### config.mk
export PLATFORM = sky130hd
export DESIGN_NAME = multicycle_controller
export DESIGN_NICKNAME = d
export VERILOG_FILES = /design/src/rtl/multicycle_controller.sv
export SDC_FILE = /design/constraint.sdc
export NUM_CORES = 1
export LEC_CHECK = 0
export ABC_AREA = 1
export CAP_MARGIN = 10
export CORE_ASPECT_RATIO = 0.7
export CORE_MARGIN = 5
export CORE_UTILIZATION = 45
export CTS_CLUSTER_DIAMETER = 200
export DETAILED_ROUTE_END_ITERATION = 8
export DONT_BUFFER_PORTS = 1
export PLACE_DENSITY_LB_ADDON = 0.05
export SYNTH_ARGS = -nofsm -noshare
export SYNTH_HDL_FRONTEND = slang
export SYNTH_SLANG_ARGS = --single-unit
### constraint.sdc
create_clock -name clk -period 1.7 [get_ports clk]
set_input_delay 0 -clock clk [delete_from_list [all_inputs] [get_ports clk]]
set_output_delay 0 -clock clk [all_outputs]
set_load 0.02 [all_outputs]
### src/rtl/multicycle_controller.sv
// -----------------------------------------------------------------------------
// multicycle_controller
//   Moore control FSM for a multi-cycle MIPS datapath. It sequences fetch,
//   decode, execute, memory and writeback over one shared memory port with a
//   mem_ready handshake. It provides beq/bne/j control, a memory-wait timeout
//   and illegal opcode/funct reporting.
//
// Parameters:
//   ALU_OP_W    width of alu_op (>=3): ADD=0 SUB=1 AND=2 OR=3 SLT=4
//   MEM_TIMEOUT cycles allowed waiting for mem_ready in a memory state (0=off)
//
// Optional feature macro: JAL_EN (opcode 000011 decodes to jump-and-link).
//
// Ports:
//   clk, rst                     clock (rising edge), async active-high reset
//   opcode, func, zero           IR fields and ALU zero flag
//   mem_ready                    memory completes the current access
//   pc_write, i_or_d, ir_write   PC load, memory address select, IR load
//   reg_dst, reg_write           write register select, regfile write enable
//   mem_to_reg                   writeback data select
//   alu_src_a, alu_src_b, alu_op ALU operand selects and operation
//   mem_read, mem_write          memory strobes
//   pc_src                       PC source select
//   instr_done, illegal          retire pulse, unsupported opcode/funct pulse
//   mem_err                      sticky memory timeout flag
//   state                        current FSM state (debug)
//
// State encoding on the debug port:
//   0 FETCH  1 DECODE  2 EXEC_R  3 R_WB  4 EXEC_I  5 I_WB  6 MEM_ADDR
//   7 MEM_RD 8 MEM_WB  9 MEM_WR 10 BRANCH 11 JUMP 12 JUMP_LINK
// -----------------------------------------------------------------------------
module multicycle_controller #(
  parameter int unsigned ALU_OP_W    = 3,
  parameter int unsigned MEM_TIMEOUT = 15
) (
  input  logic                clk,
  input  logic                rst,
  input  logic [5:0]          opcode,
  input  logic [5:0]          func,
  input  logic                zero,
  input  logic                mem_ready,
  output logic                pc_write,
  output logic                i_or_d,
  output logic                ir_write,
  output logic [1:0]          reg_dst,
  output logic                reg_write,
  output logic [1:0]          mem_to_reg,
  output logic                alu_src_a,
  output logic [1:0]          alu_src_b,
  output logic [ALU_OP_W-1:0] alu_op,
  output logic                mem_read,
  output logic                mem_write,
  output logic [1:0]          pc_src,
  output logic                instr_done,
  output logic                illegal,
  output logic                mem_err,
  output logic [3:0]          state
);

  // The counter only has to hold values up to MEM_TIMEOUT-1.
  localparam int unsigned CNT_W    = (MEM_TIMEOUT < 2) ? 1 : $clog2(MEM_TIMEOUT + 1);
  localparam int unsigned CNT_LAST = (MEM_TIMEOUT == 0) ? 0 : MEM_TIMEOUT - 1;
  localparam bit          TO_EN    = (MEM_TIMEOUT != 0);

  localparam logic [5:0] OP_RTYPE = 6'b000000;
  localparam logic [5:0] OP_ADDI  = 6'b001000;
  localparam logic [5:0] OP_ANDI  = 6'b001100;
  localparam logic [5:0] OP_LW    = 6'b100011;
  localparam logic [5:0] OP_SW    = 6'b101011;
  localparam logic [5:0] OP_BEQ   = 6'b000100;
  localparam logic [5:0] OP_BNE   = 6'b000101;
  localparam logic [5:0] OP_J     = 6'b000010;
`ifdef JAL_EN
  localparam logic [5:0] OP_JAL   = 6'b000011;
`endif

  localparam logic [5:0] FN_ADD = 6'b100000;
  localparam logic [5:0] FN_SUB = 6'b100010;
  localparam logic [5:0] FN_AND = 6'b100100;
  localparam logic [5:0] FN_OR  = 6'b100101;
  localparam logic [5:0] FN_SLT = 6'b101010;

  localparam logic [ALU_OP_W-1:0] ALU_ADD = ALU_OP_W'(0);
  localparam logic [ALU_OP_W-1:0] ALU_SUB = ALU_OP_W'(1);
  localparam logic [ALU_OP_W-1:0] ALU_AND = ALU_OP_W'(2);
  localparam logic [ALU_OP_W-1:0] ALU_OR  = ALU_OP_W'(3);
  localparam logic [ALU_OP_W-1:0] ALU_SLT = ALU_OP_W'(4);

  typedef enum logic [3:0] {
    S_FETCH     = 4'd0,
    S_DECODE    = 4'd1,
    S_EXEC_R    = 4'd2,
    S_R_WB      = 4'd3,
    S_EXEC_I    = 4'd4,
    S_I_WB      = 4'd5,
    S_MEM_ADDR  = 4'd6,
    S_MEM_RD    = 4'd7,
    S_MEM_WB    = 4'd8,
    S_MEM_WR    = 4'd9,
    S_BRANCH    = 4'd10,
    S_JUMP      = 4'd11,
    S_JUMP_LINK = 4'd12
  } state_e;

  state_e           state_q, state_d;
  logic [CNT_W-1:0] cnt_q, cnt_d;
  logic             mem_err_q, mem_err_d;
  logic             mem_wait;

  // A memory state still waiting for the access to complete.
  assign mem_wait = ((state_q == S_FETCH) || (state_q == S_MEM_RD) ||
                     (state_q == S_MEM_WR)) && !mem_ready;

  // State, wait counter and sticky error register.
  always_ff @(posedge clk or posedge rst) begin
    if (rst) begin
      state_q   <= S_FETCH;
      cnt_q     <= '0;
      mem_err_q <= 1'b0;
    end else begin
      state_q   <= state_d;
      cnt_q     <= cnt_d;
      mem_err_q <= mem_err_d;
    end
  end

  // Next-state and Moore output decode.
  always_comb begin
    state_d    = state_q;
    cnt_d      = '0;
    mem_err_d  = mem_err_q;
    pc_write   = 1'b0;
    i_or_d     = 1'b0;
    ir_write   = 1'b0;
    reg_dst    = 2'b00;
    reg_write  = 1'b0;
    mem_to_reg = 2'b00;
    alu_src_a  = 1'b0;
    alu_src_b  = 2'b00;
    alu_op     = ALU_ADD;
    mem_read   = 1'b0;
    mem_write  = 1'b0;
    pc_src     = 2'b00;
    instr_done = 1'b0;
    illegal    = 1'b0;

    case (state_q)
      S_FETCH: begin
        // PC+4 is computed in the ALU while the instruction is read.
        mem_read  = 1'b1;
        alu_src_b = 2'b01;
        ir_write  = mem_ready;
        pc_write  = mem_ready;
        if (mem_ready) state_d = S_DECODE;
      end
      S_DECODE: begin
        // Branch target precomputed into ALUOut.
        alu_src_b = 2'b11;
        case (opcode)
          OP_RTYPE:        state_d = S_EXEC_R;
          OP_ADDI, OP_ANDI: state_d = S_EXEC_I;
          OP_LW, OP_SW:    state_d = S_MEM_ADDR;
          OP_BEQ, OP_BNE:  state_d = S_BRANCH;
          OP_J:            state_d = S_JUMP;
`ifdef JAL_EN
          OP_JAL:          state_d = S_JUMP_LINK;
`endif
          default: begin
            illegal = 1'b1;
            state_d = S_FETCH;
          end
        endcase
      end
      S_EXEC_R: begin
        alu_src_a = 1'b1;
        state_d   = S_R_WB;
        case (func)
          FN_ADD: alu_op = ALU_ADD;
          FN_SUB: alu_op = ALU_SUB;
          FN_AND: alu_op = ALU_AND;
          FN_OR:  alu_op = ALU_OR;
          FN_SLT: alu_op = ALU_SLT;
          default: begin
            illegal = 1'b1;
            state_d = S_FETCH;
          end
        endcase
      end
      S_R_WB: begin
        reg_dst    = 2'b01;
        reg_write  = 1'b1;
        instr_done = 1'b1;
        state_d    = S_FETCH;
      end
      S_EXEC_I: begin
        alu_src_a = 1'b1;
        alu_src_b = 2'b10;
        alu_op    = (opcode == OP_ANDI) ? ALU_AND : ALU_ADD;
        state_d   = S_I_WB;
      end
      S_I_WB: begin
        reg_write  = 1'b1;
        instr_done = 1'b1;
        state_d    = S_FETCH;
      end
      S_MEM_ADDR: begin
        alu_src_a = 1'b1;
        alu_src_b = 2'b10;
        state_d   = (opcode == OP_LW) ? S_MEM_RD : S_MEM_WR;
      end
      S_MEM_RD: begin
        mem_read = 1'b1;
        i_or_d   = 1'b1;
        if (mem_ready) state_d = S_MEM_WB;
      end
      S_MEM_WB: begin
        reg_write  = 1'b1;
        mem_to_reg = 2'b01;
        instr_done = 1'b1;
        state_d    = S_FETCH;
      end
      S_MEM_WR: begin
        mem_write = 1'b1;
        i_or_d    = 1'b1;
        if (mem_ready) begin
          instr_done = 1'b1;
          state_d    = S_FETCH;
        end
      end
      S_BRANCH: begin
        alu_src_a  = 1'b1;
        alu_op     = ALU_SUB;
        pc_src     = 2'b01;
        pc_write   = ((opcode == OP_BEQ) && zero) || ((opcode == OP_BNE) && !zero);
        instr_done = 1'b1;
        state_d    = S_FETCH;
      end
      S_JUMP: begin
        pc_src     = 2'b10;
        pc_write   = 1'b1;
        instr_done = 1'b1;
        state_d    = S_FETCH;
      end
`ifdef JAL_EN
      S_JUMP_LINK: begin
        // PC already holds PC+4, so it is the link value written to $31.
        pc_src     = 2'b10;
        pc_write   = 1'b1;
        reg_write  = 1'b1;
        reg_dst    = 2'b10;
        mem_to_reg = 2'b10;
        instr_done = 1'b1;
        state_d    = S_FETCH;
      end
`endif
      default: state_d = S_FETCH;
    endcase

    // Wait counter: counts unanswered cycles, abandons the access at the limit.
    if (mem_wait && TO_EN) begin
      if (cnt_q == CNT_W'(CNT_LAST)) begin
        mem_err_d = 1'b1;
        state_d   = S_FETCH;
        cnt_d     = '0;
      end else begin
        cnt_d = cnt_q + CNT_W'(1);
      end
    end

    // Reset suppresses every control strobe, including mid-instruction.
    if (rst) begin
      pc_write   = 1'b0;
      i_or_d     = 1'b0;
      ir_write   = 1'b0;
      reg_dst    = 2'b00;
      reg_write  = 1'b0;
      mem_to_reg = 2'b00;
      alu_src_a  = 1'b0;
      alu_src_b  = 2'b00;
      alu_op     = ALU_ADD;
      mem_read   = 1'b0;
      mem_write  = 1'b0;
      pc_src     = 2'b00;
      instr_done = 1'b0;
      illegal    = 1'b0;
    end
  end

  assign mem_err = mem_err_q;
  assign state   = state_q;

endmodule

Yosys cells after proc, flatten, opt, wreduce, memory -nomap -nowiden
Index checks and enable logic that the tools add are counted.

operators by class
  add/sub/neg operators = 1
  $mul = 0
  divide/modulo/power cells = 0
  order comparisons = 0
  eq/ne operators = 24
  shift-type cells = 0
  muxes and demuxes = 44
  bitwise operators = 0
  reductions and logical operators = 22

operator list
  operator             number
  $eq 6x6->1 const B   7
  $mux 4               8
  $pmux 4 s7           1
  $eq 4x4->1 const B   5
  $mux 1               20
  $pmux 4 s5           1
  $eq 4x3->1 const B   4
  $eq 6x3->1 const B   2
  $eq 6x4->1 const B   2
  $mux 2               6
  $pmux 3 s4           1
  $reduce_or 2->1      6
  $reduce_or 5->1      2
  $pmux 3 s3           1
  $eq 4x2->1 const B   2
  $reduce_or 8->1      1
  $eq 6x2->1 const B   1
  $logic_not 6->1      1
  $pmux 2 s3           1
  $add 4x1->4 const B  1
  $eq 4x1->1 const B   1
  $logic_not 4->1      1
  $pmux 1 s2           2
  $pmux 2 s2           1
  other kinds (8)      13

word-level totals
  register bits = 9
  latch bits = 0
  memory bits (writable) = 0
  ROM bits = 0
  input bits = 16
  output and inout port bits = 25
  logic and storage cells = 94
  memories kept = 0

Logic depth before layout (Yosys ltp)
Gate-level depths: netlist (run 1).

  word-level depth = 6
  gate-level depth with buffers = 9
  depth with buffers taken out = 9

Least setup slack after synthesis (run 1)
No wires, ideal clock.

  kind = register -> output
  start = register state_q[0], in the netlist state[0]
  end = output port alu_op[0]
  data arrival time = 1,441 ps
  data required time = 1,700 ps
  slack = 259 ps
  stages on the path, launching flop included = 6
  buffers on the path = 0
  path through = dfrtp_1 inv_1 nand2_1 nor2_1 inv_1 o21ai_0

on the way
  word-level cells in the longest chain between the ends = 3
  elaborated cells on any way between the ends = 5
  those cells by class = 3 x eq/ne; 2 x mux

ends and longest elaborated chain
  what                                      line  text
  start, declared                           105   state_e state_q, state_d;
  start signal, assigned                    121   state_q <= state_d;
  $eq 4x4->1, or another cell as far along  147   case (state_q)
  $pmux 3 s3 (*)                            147
  $mux 3 (*)                                271   if (rst) begin
  end, declared                             50    output logic [ALU_OP_W-1:0] alu_op,

Mark *: on every way between the ends. The rest lies on a longest branch, timed or not.

Worst setup path after layout (run 1)
  start = register state_q[3], in the netlist state[3]
  end = output port alu_op[0]

Same word-level chain as after synthesis.

==> qor.yml, run 1 <==
synth:
  synth_edf_count: 0
  synth_common_cells: "nor2_1, nand2_1, inv_1, nand3_1, dfrtp_1"
  yosysMostFrequentCell: "nor2_1"
  synth_xor_area_share_pct: 1.76
  synth_seq_area_share_pct: 22.6
  synthCells: 169
  avgSynthCellArea_um2: 5.90
  synth_warnings: 0
  synth_top_family_by_area: "simple AND/OR/NAND/NOR gates"
  synth_seq_cells: 9
  ys.flop_type: "dfrtp_1"
  yosys.area_share.adder_pct: 2.51
  yosys.area.top_type_share_pct: 22.6
  ys_top_cells_by_area: "dfrtp_1, nor2_1, nand2_1"
  synth_area_um2: 997
  synth-compound-area-share_pct: 13.8
  async_flop_share_pct: 100
  yosysTopAreaCell: "dfrtp_1"
  muxShareOfSynthArea_pct: 0
  yosys.area_share.simple_pct: 45.0
  ys_types: 28
place:
  place_area_um2: 1090
  dp_hpwl_um: 2310
  dp_cells: 208
  gp_congestion: 0.848
  port-buffer-count: 0
hold_path:
  hold_class: "primary input to flop"
power:
  combPwrFrac_pct: 52.7
  peakVddDrop_mv: 0.602
  netSwitchingFraction_pct: 49.2
  clkPwrFrac_pct: 15.1
  powerDensity_nw_per_um2: 886
  leakage_nw: 0.600
  seqPwrFrac_pct: 32.2
  p_sw_uw: 527
  p_int_uw: 543
sta:
  max_freq_ghz: 0.618
  period_share_pct: 95.2
  slew_viol_final: 0
  rsz0062_at_grt: "true"
  whs_ns: 0.00675
  fin_crit_ns: 1.62
  finalSetupViolations: 0
  setup-tns-final_ns: 0
  skew_ns: 0.00569
  hold_violations: 0
route:
  routed_via_density: 5.14
  totalWireLength_um: 2860
  ant_nets: 0
  drc: 0
  num_vias: 1110
  dr.pass1.iters: 5
  drt-initial-drc-count: 77
  wl_per_cell_um: 13.2
critical_path:
  required_ns: 1.70
  cp-end-kind: "output port"
  crit_family: "flip-flops"
  slowest_delay_ns: 0.51
  crit_type: "flop to output port"
  cp.arrival_ns: 1.62
  cp_cell_sequence: "nor2_4 > inv_2 > nor2_4 > inv_2 > nor2_2 > nand2_1 > o21ai_0 > buf_4"
  critPathMaxFanout: 5
  cp_slowest_cell: "dfrtp_2"
  worstSetupStartpointType: "flop"
  cp_num_buf_inv: 3
clocking:
  clkLatencyLatePin_ns: 0.26
  clkTransAtPathRegs_ns: 0.06
  htree_levels: 1
  clockBufferDepth: 2
  cts.sinks: 9
  clock-root-buffer: "clkbuf_4"
  cts_tree: "built"
  numCtsBuffers: 3
finish:
  nets: 203
  instances_no_fill: 216
  fin_area_um2: 1210
  area_growth_pct: 21.1
  drive_above_1_share_pct: 26.1
  insertedDiodeCount: 0
die:
  io_pins: 41
  die_x_um: 66.3
  initial_utilization_pct: 46.7
  die_area_um2: 3270
  coreArea_um2: 2140
  num_rows: 14
  die_h_um: 49.4
global_route:
  antenna_found_initial: 0
  overflow: 0
  globalRouteTotalUtil_pct: 17.2
  grt_max_degree: 18
  grt_pass1_wl_um: 4420
  grt_pass1_vias: 978
run:
  cap_violations: 0
status:
  outcome: "complete, no violations"
cell usage in the layout, fill, tap and decap left out:
master and count:
o21bai_1 1, nand2_1 27, buf_4 13, dfrtp_2 4, nor2_2 3, o21ai_1 1, inv_1 23, nand2_4 3
ha_1 2, clkbuf_1 1, dfrtp_1 5, nand4_2 1, a21oi_2 1, inv_2 7, nor2_4 7, nor3_1 5
clkbuf_4 3, nand4_1 4, xor2_1 1, nor2_1 34, o21ai_4 1, o21ai_2 1, a21oi_1 6, conb_1 2
dlygate4sd3_1 1, o21ai_0 8, nand2_2 3, nand3_1 11, xnor2_1 1, inv_4 1, a32oi_1 1, a31oi_1 2
worst min-delay path, stage by stage:
cell and delay [ns]:
inv_1 0.04, o21ai_2 0.10, o21bai_1 0.07
power by group through the flow:
stage                     registers [mW]  clock network, mW  logic [mW]
after floorplan                    0.320                  0       0.406
after global placement             0.333                  0       0.506
after detailed placement           0.334                  0       0.510
after CTS                          0.336              0.167       0.519
after global routing               0.352              0.178       0.616
final                              0.344              0.161       0.563
what timing repair did:
item                                    4_1_cts  5_1_grt
resized for setup                             7       12
endpoints found under the setup margin        7        6
setup buffers                                 0        3
hold endpoints to repair                      9        0
pin swaps                                     0        8
hold buffers                                  1        0
path summary, 6_finish.rpt:
check | start | endpoint | slack (ns) | depth (start not counted)
hold / removal | mem_ready | mem_err$_DFFE_PP0P_ | 0.007 | 3
setup reg to reg | state[3]$_DFF_PP0_ | state[1]$_DFF_PP0_ | 0.21 | 9
max in group asynchronous | rst | state[1]$_DFF_PP0_ | 1.14 | 2
setup / recovery | state[3]$_DFF_PP0_ | alu_op[0] | 0.08 | 8
min in group asynchronous | rst | cnt_q[3]$_DFF_PP0_ | 0.22 | 2
hold reg to reg | cnt_q[0]$_DFF_PP0_ | cnt_q[0]$_DFF_PP0_ | 0.49 | 1
area by class of cell:
cell class | count | area [µm²]
inverters | 31 | 119
multi-input cells | 126 | 684
flip-flops and latches | 9 | 230
repair buffers | 14 | 108
fillers | 228 | 930
well taps | 32 | 40.0
clock buffers | 4 | 26.3
registers in the layout (all words and copies together) (netlist names):
signal,flops
cnt_q,4
state,4
mem_err,1
stage by stage:
step | worst slack, ns | utilization [%] | total power [mW]
floorplan | 0.259 | - | 0.726
global placement | 0.123 | 51.2 | 0.839
detailed placement | 0.114 | 51.2 | 0.844
CTS | 0.00733 | 53.7 | 1.02
global route | -0.0123 | 56.5 | 1.15
finish | 0.0809 | 56.5 | 1.07
kinds of logic after synthesis:
logic type | count (synthesis)
AND/OR/NAND/NOR | 98
buffers and inverters | 35
AO/OA/AOI/OAI | 22
flip-flops | 9
XOR/XNOR | 2
adder cells (fa/ha/maj) | 2
other | 1
layer usage:
| metal | track usage (%) | vias to the layer above | wire length [µm] |
|---|---|---|---|
| li1 | - | 563 | - |
| met1 | 26.3 | 489 | 1380 |
| met2 | 24.1 | 56 | 1160 |
| met3 | 5.76 | 2 | 305 |
| met4 | 1.01 | 0 | 10 |
| met5 | 0 | - | 0 |
(Power assumes the default switching activity.)
==> run 2: changes to the inputs <==
--- a/config.mk
+++ b/config.mk
@@ -9,7 +9,7 @@
 export CAP_MARGIN = 10
 export CORE_ASPECT_RATIO = 0.7
 export CORE_MARGIN = 5
-export CORE_UTILIZATION = 45
+export CORE_UTILIZATION = 40
 export CTS_CLUSTER_DIAMETER = 200
 export DETAILED_ROUTE_END_ITERATION = 8
 export DONT_BUFFER_PORTS = 1
==> constraint.sdc (replaced) <==
create_clock -name clk -period 1.7 [get_ports clk]
set_input_delay 0.17 -clock clk [delete_from_list [all_inputs] [get_ports clk]]
set_output_delay 0.17 -clock clk [all_outputs]
set_load 0.02 [all_outputs]
==> run 2 against run 1 <==
Effect of this change: the run now ends with negative setup slack left; global-route usage fell by 1.6 points; sequential power fell by 9.6%; cell count rose by 7.4%; non-clock buffer count rose by 14; via count rose by 2.3%; flip-flop and latch count did not move; combinational power rose by 40%; clock power fell by 6%.
==> qor.yml, run 2 (same netlist as run 1, synthesis figures left out) <==
critical_path:
  crit_type: "flop to output port"  # unchanged
  required_ns: 1.53  # was 1.70 ns
  cp_slowest_cell: "dfrtp_2"  # unchanged
  cp-end-kind: "output port"  # unchanged
  worstSetupStartpointType: "flop"  # unchanged
  cp.arrival_ns: 1.53  # was 1.62 ns
  cp_cell_sequence: "nor2_4 > inv_2 > nor2_4 > inv_2 > nor2_4 > nand2_1 > o21ai_0 > buf_4"  # was nor2_4 > inv_2 > nor2_4 > inv_2 > nor2_2 > nand2_1 > o21ai_0 > buf_4
  critPathMaxFanout: 4  # was 5
  cp_num_buf_inv: 3  # unchanged
  slowest_delay_ns: 0.47  # was 0.51 ns
  crit_family: "flip-flops"  # unchanged
  crit_top_cell: "nor2_4"
place:
  place_ws_ns: 0.0645  # was 0.114 ns
  gp_congestion: 0.895  # was 0.848
  dp_hpwl_um: 2260  # was 2310 µm
  port-buffer-count: 0  # unchanged
  place_area_um2: 1140  # was 1090 µm²
  dp_cells: 216  # was 208
clocking:
  clkTransAtPathRegs_ns: 0.05  # was 0.06 ns
  clockBufferDepth: 2  # unchanged
  clkLatencyLatePin_ns: 0.25  # was 0.26 ns
  clock-root-buffer: "clkbuf_4"  # unchanged
  htree_levels: 1  # unchanged
  numCtsBuffers: 3  # unchanged
  cts.sinks: 9  # unchanged
  cts_tree: "built"  # unchanged
route:
  drc: 0  # unchanged
  drt-initial-drc-count: 91  # was 77
  ant_nets: 0  # unchanged
  routed_via_density: 4.90  # was 5.14
  num_vias: 1136  # was 1110
  totalWireLength_um: 2920  # was 2860 µm
  dr.pass1.iters: 4  # was 5
  wl_per_cell_um: 12.6  # was 13.2 µm
sta:
  setup_slack_ns: -0.000409  # was 0.0809 ns
  skew_ns: 0.000758  # was 0.00569 ns
  rsz0062_at_grt: "true"  # unchanged
  period_share_pct: 100  # was 95.2%
  fin_crit_ns: 1.70  # was 1.62 ns
  slew_viol_final: 0  # unchanged
  setup-tns-final_ns: -0.000409  # was 0 ns
  hold_violations: 0  # unchanged
  max_freq_ghz: 0.588  # was 0.618 GHz
  whs_ns: 0.180  # was 0.00675 ns
  finalSetupViolations: 1  # was 0
finish:
  area_growth_pct: 39.8  # was 21.1%
  regArea_um2: 230  # unchanged
  nets: 217  # was 203
  layout_commonest_cell: "nor2_1"  # unchanged
  fillCellCount: 236  # was 228
  final_util_pct: 57.6  # was 56.5%
  instances_no_fill: 232  # was 216
  fin_area_um2: 1390  # was 1210 µm²
  final_cell_mix: "nor2_1, buf_4, inv_1, nand2_1, nand3_1"  # was nor2_1, nand2_1, inv_1
  multiInputGateArea_um2: 744  # was 684 µm²
  drive_above_1_share_pct: 37.4  # was 26.1%
  insertedDiodeCount: 0  # unchanged
power:
  finalPower_mw: 1.25  # was 1.07 mW
  combPwrFrac_pct: 63.0  # was 52.7%
  leakage_nw: 0.698  # was 0.600 nW
  powerDensity_nw_per_um2: 897  # was 886 nW/µm²
  clkPwrFrac_pct: 12.2  # was 15.1%
  p_int_uw: 670  # was 543 µW
  seqPwrFrac_pct: 24.9  # was 32.2%
  p_sw_uw: 581  # was 527 µW
  netSwitchingFraction_pct: 46.4  # was 49.2%
  peakVddDrop_mv: 0.695  # was 0.602 mV
status:
  failed_checks: "negative setup slack"
  outcome: "finished, violations left"  # was complete, no violations
global_route:
  grt_pass1_vias: 1041  # was 978
  grt_max_degree: 18  # unchanged
  globalRouteTotalUtil_pct: 15.6  # was 17.2%
  antenna_found_initial: 0  # unchanged
  overflow: 0  # unchanged
  grt_pass1_wl_um: 4620  # was 4420 µm
die:
  io_pins: 41  # unchanged
  die_x_um: 69.7  # was 66.3 µm
  initial_utilization_pct: 41.2  # was 46.7%
  num_rows: 15  # was 14
  die_area_um2: 3610  # was 3270 µm²
  coreArea_um2: 2420  # was 2140 µm²
  die_h_um: 51.8  # was 49.4 µm
hold_path:
  hold_class: "primary input to flop"  # unchanged
run:
  cap_violations: 0  # unchanged
-- run 2: cell count changes in the layout (fill, tap and decap cells not counted) --
| cell | change |
|---|---|
| buf_12 | +1 |
| buf_4 | +12 |
| buf_6 | +1 |
| inv_1 | -2 |
| inv_2 | +1 |
| inv_4 | +1 |
| nand2_1 | -6 |
| nand2_2 | +2 |
| nand2_4 | +4 |
| nor2_1 | -2 |
| nor2_4 | +2 |
| nor3_1 | -2 |
| nor3_2 | +2 |
-- run 2: metal layers --
layer | part of all wire [%] | GRT usage [%] | up-vias | wire length [µm]
met3 | 5.5 | 4.63 | 0 | 160
met4 | 0 | 0 | 0 | 0
met2 | 47 | 26.6 | 32 | 1380
met5 | 0 | 0 | - | 0
met1 | 47 | 21.0 | 517 | 1380
li1 | - | - | 587 | -
-- run 2: path summary, 6_finish.rpt --
| kind | start | end | slack [ns] | cells past startpoint |
|---|---|---|---|---|
| worst max-delay path | state[3]$_DFF_PP0_ | alu_op[0] | -0.0004 | 8 |
| worst min-delay path | mem_ready | mem_err$_DFFE_PP0P_ | 0.18 | 3 |
| worst max register to register | state[0]$_DFF_PP0_ | cnt_q[0]$_DFF_PP0_ | 0.17 | 10 |
| worst min register to register | cnt_q[0]$_DFF_PP0_ | cnt_q[0]$_DFF_PP0_ | 0.50 | 1 |
| max in group asynchronous | rst | state[1]$_DFF_PP0_ | 1.14 | 3 |
| min in group asynchronous | rst | state[2]$_DFF_PP0_ | 0.41 | 3 |
-- run 2: layout make-up --
cell class,instances,area share [%]
Multi-Input combinational cell,126,53.4
Tap cell,34,3.05
Inverter,31,8.71
Clock buffer,4,1.89
Timing Repair Buffer,28,16.4
Sequential cell,9,16.5
-- run 2: what timing repair did --
| item | in CTS | in global routing |
|---|---|---|
| cloned | 0 | 0 |
| hold buffers | 1 | 0 |
| setup buffers | 2 | 9 |
| pin swaps | 2 | 19 |
| endpoints found under the hold margin | 9 | 0 |
| gates resized for setup | 10 | 29 |
| endpoints found under the setup margin | 7 | 9 |
-- run 2: power groups by stage --
stage          logic, mW  registers (mW)  clock network (mW)
6_report           0.787           0.311               0.152
5_1_grt            0.850           0.318               0.178
4_1_cts            0.646           0.299               0.159
3_5_place_dp       0.565           0.306                   0
3_3_place_gp       0.566           0.305                   0
2_1_floorplan      0.406           0.320                   0
-- run 2: worst reg2reg max path, cell delays in order (launching register included) --
cell and delay [ns]:
dfrtp_2 0.44, buf_12 0.14, nand2_4 0.06, inv_4 0.04
buf_4 0.13, nand2_2 0.09, nand2_2 0.06, o21ai_2 0.20
inv_1 0.06, nand2_1 0.13, nor2_1 0.06
==> run 3: changes to the inputs <==
--- a/config.mk
+++ b/config.mk
@@ -14,6 +14,7 @@
 export DETAILED_ROUTE_END_ITERATION = 8
 export DONT_BUFFER_PORTS = 1
 export PLACE_DENSITY_LB_ADDON = 0.05
+export SETUP_SLACK_MARGIN = 0.3
 export SYNTH_ARGS = -nofsm -noshare
 export SYNTH_HDL_FRONTEND = slang
 export SYNTH_SLANG_ARGS = --single-unit
==> run 3 against run 2 <==
Effect of this change: the run still ends with negative setup slack left; cell area grew 12%; routed wire length grew 13%; sequential share of layout area is 1.7 points lower; via count rose by 5.7%; clock skew rose by 0.0045 ns; setup slack got worse by 0.067 ns; critical path depth stayed put; non-clock buffer count up 2; critical path type unchanged; largest cell class unchanged; highest routed layer is now met4.
==> qor.yml, run 3 (same netlist as run 1, synthesis figures left out) <==
power:
  peakVddDrop_mv: 0.470  # was 0.695 mV
  netSwitchingFraction_pct: 46.8  # was 46.4%
  leakage_nw: 0.708  # was 0.698 nW
  seqPwrFrac_pct: 21.6  # was 24.9%
  finalPower_mw: 1.40  # was 1.25 mW
  combPwrFrac_pct: 66.9  # was 63.0%
  p_sw_uw: 656  # was 581 µW
  p_int_uw: 745  # was 670 µW
  powerDensity_nw_per_um2: 899  # was 897 nW/µm²
  clkPwrFrac_pct: 11.5  # was 12.2%
finish:
  multiInputGateArea_um2: 887  # was 744 µm²
  drive_above_1_share_pct: 47.5  # was 37.4%
  area_growth_pct: 56.2  # was 39.8%
  layout_commonest_cell: "nor2_1"  # unchanged
  final_cell_mix: "nor2_1, buf_4, inv_1"  # was nor2_1, buf_4, inv_1, nand2_1, nand3_1
  fillCellCount: 208  # was 236
  insertedDiodeCount: 0  # unchanged
  nets: 219  # was 217
  regArea_um2: 230  # unchanged
die:
  num_rows: 15  # unchanged
  io_pins: 41  # unchanged
  coreArea_um2: 2420  # unchanged
  die_x_um: 69.7  # unchanged
  die_h_um: 51.8  # unchanged
  die_area_um2: 3610  # unchanged
  initial_utilization_pct: 41.2  # unchanged
place:
  dp_hpwl_um: 2300  # was 2260 µm
  port-buffer-count: 0  # unchanged
  gp_congestion: 0.829  # was 0.895
  place_ws_ns: 0.142  # was 0.0645 ns
sta:
  whs_ns: 0.180  # about the same
  hold_violations: 0  # unchanged
  setup_slack_ns: -0.0671  # was -0.000409 ns
  max_freq_ghz: 0.566  # was 0.588 GHz
  skew_ns: 0.00530  # was 0.000758 ns
  rsz0062_at_grt: "true"  # unchanged
  fin_crit_ns: 1.77  # was 1.70 ns
  slew_viol_final: 0  # unchanged
  finalSetupViolations: 3  # was 1
  period_share_pct: 104  # was 100%
status:
  failed_checks: "negative setup slack"  # unchanged
  outcome: "finished, violations left"  # unchanged
clocking:
  cts.sinks: 9  # unchanged
  clkLatencyLatePin_ns: 0.26  # was 0.25 ns
  htree_levels: 1  # unchanged
  numCtsBuffers: 3  # unchanged
  cts_tree: "built"  # unchanged
  clkTransAtPathRegs_ns: 0.06  # was 0.05 ns
  clockBufferDepth: 2  # unchanged
  clock-root-buffer: "clkbuf_4"  # unchanged
route:
  drc: 0  # unchanged
  ant_nets: 0  # unchanged
  num_vias: 1201  # was 1136
  dr.pass1.iters: 4  # unchanged
  drt-initial-drc-count: 44  # was 91
  wl_per_cell_um: 14.1  # was 12.6 µm
  totalWireLength_um: 3290  # was 2920 µm
  routed_via_density: 5.13  # was 4.90
critical_path:
  cp-startpoint: "state[3]$_DFF_PP0_"  # unchanged
  critPathMaxFanout: 5  # was 4
  ff2ff_path_depth: 10  # unchanged
  cp-end-kind: "output port"  # unchanged
  required_ns: 1.53  # about the same
  worstSetupStartpointType: "flop"  # unchanged
  crit_type: "flop to output port"  # unchanged
  cp.arrival_ns: 1.60  # was 1.53 ns
  r2r_start: "state[3]$_DFF_PP0_"  # was state[0]$_DFF_PP0_
global_route:
  grt_pass1_vias: 1057  # was 1041
  grt_pass1_wl_um: 4800  # was 4620 µm
  grt_max_degree: 18  # unchanged
  overflow: 0  # unchanged
  globalRouteTotalUtil_pct: 16.9  # was 15.6%
  antenna_found_initial: 0  # unchanged
hold_path:
  holdPathStages: 3  # unchanged
  hold_class: "primary input to flop"  # unchanged
  min_from: "mem_ready"  # unchanged
run:
  cap_violations: 0  # unchanged
run 3: cell types whose count changed in the layout (fill, tap and decap cells not counted), sizes merged:
cell,delta
buf,+2
run 3: worst paths after layout:
check,endpoint,slack [ns]
min reg2reg,cnt_q[0]$_DFF_PP0_,0.48
max reg2reg,state[2]$_DFF_PP0_,0.06
min,mem_err$_DFFE_PP0P_,0.18
max in group asynchronous,state[1]$_DFF_PP0_,0.82
max,alu_op[0],-0.07
min in group asynchronous,cnt_q[2]$_DFF_PP0_,0.52
run 3: power groups by stage:
stage          sequential (mW)  clock, mW  combinational, mW
6_report                 0.303      0.161              0.937
5_1_grt                  0.308      0.186               1.00
4_1_cts                  0.297      0.172              0.740
3_5_place_dp             0.304          0              0.576
3_3_place_gp             0.302          0              0.573
2_1_floorplan            0.327          0              0.417
run 3: final cells by class:
class	count	share of cell area [%]
multi-input cells	126	56.9
repair buffers	30	16.4
flip-flops and latches	9	14.8
inverters	31	7.47
well taps	34	2.73
clock buffers	4	1.69
run 3: per-stage QoR:
stage	instances	instance area [µm²]	utilization (%)	TNS, ns
floorplan	170	1040	-	0
global placement	211	1140	47.2	0
detailed placement	211	1140	47.2	0
CTS	223	1360	56.0	-0.0322
global route	234	1560	64.3	-0.826
finish	234	1560	64.3	-0.174
run 3: timing repair:
item,in CTS,in global routing
pin swaps,14,10
resized for setup,32,29
endpoints found under the hold margin,9,0
hold buffers,1,0
setup buffers,7,11
endpoints found under the setup margin,26,27
run 3: routing by layer:
metal | vias to the layer above | track usage [%] | part of all wire (%)
met2 | 45 | 28.5 | 48
met3 | 7 | 5.98 | 8.8
met1 | 551 | 21.0 | 42
li1 | 598 | - | -
met5 | - | 0 | 0
met4 | 0 | 3.82 | 1.1
run 3: worst max-delay path: stages (launching register included):
cell,delay (ns)
dfrtp_2,0.50
nor2_4,0.13
inv_2,0.07
nor2_4,0.12
inv_2,0.07
nor2_2,0.12
nand2_1,0.07
o21ai_1,0.08
buf_4,0.16
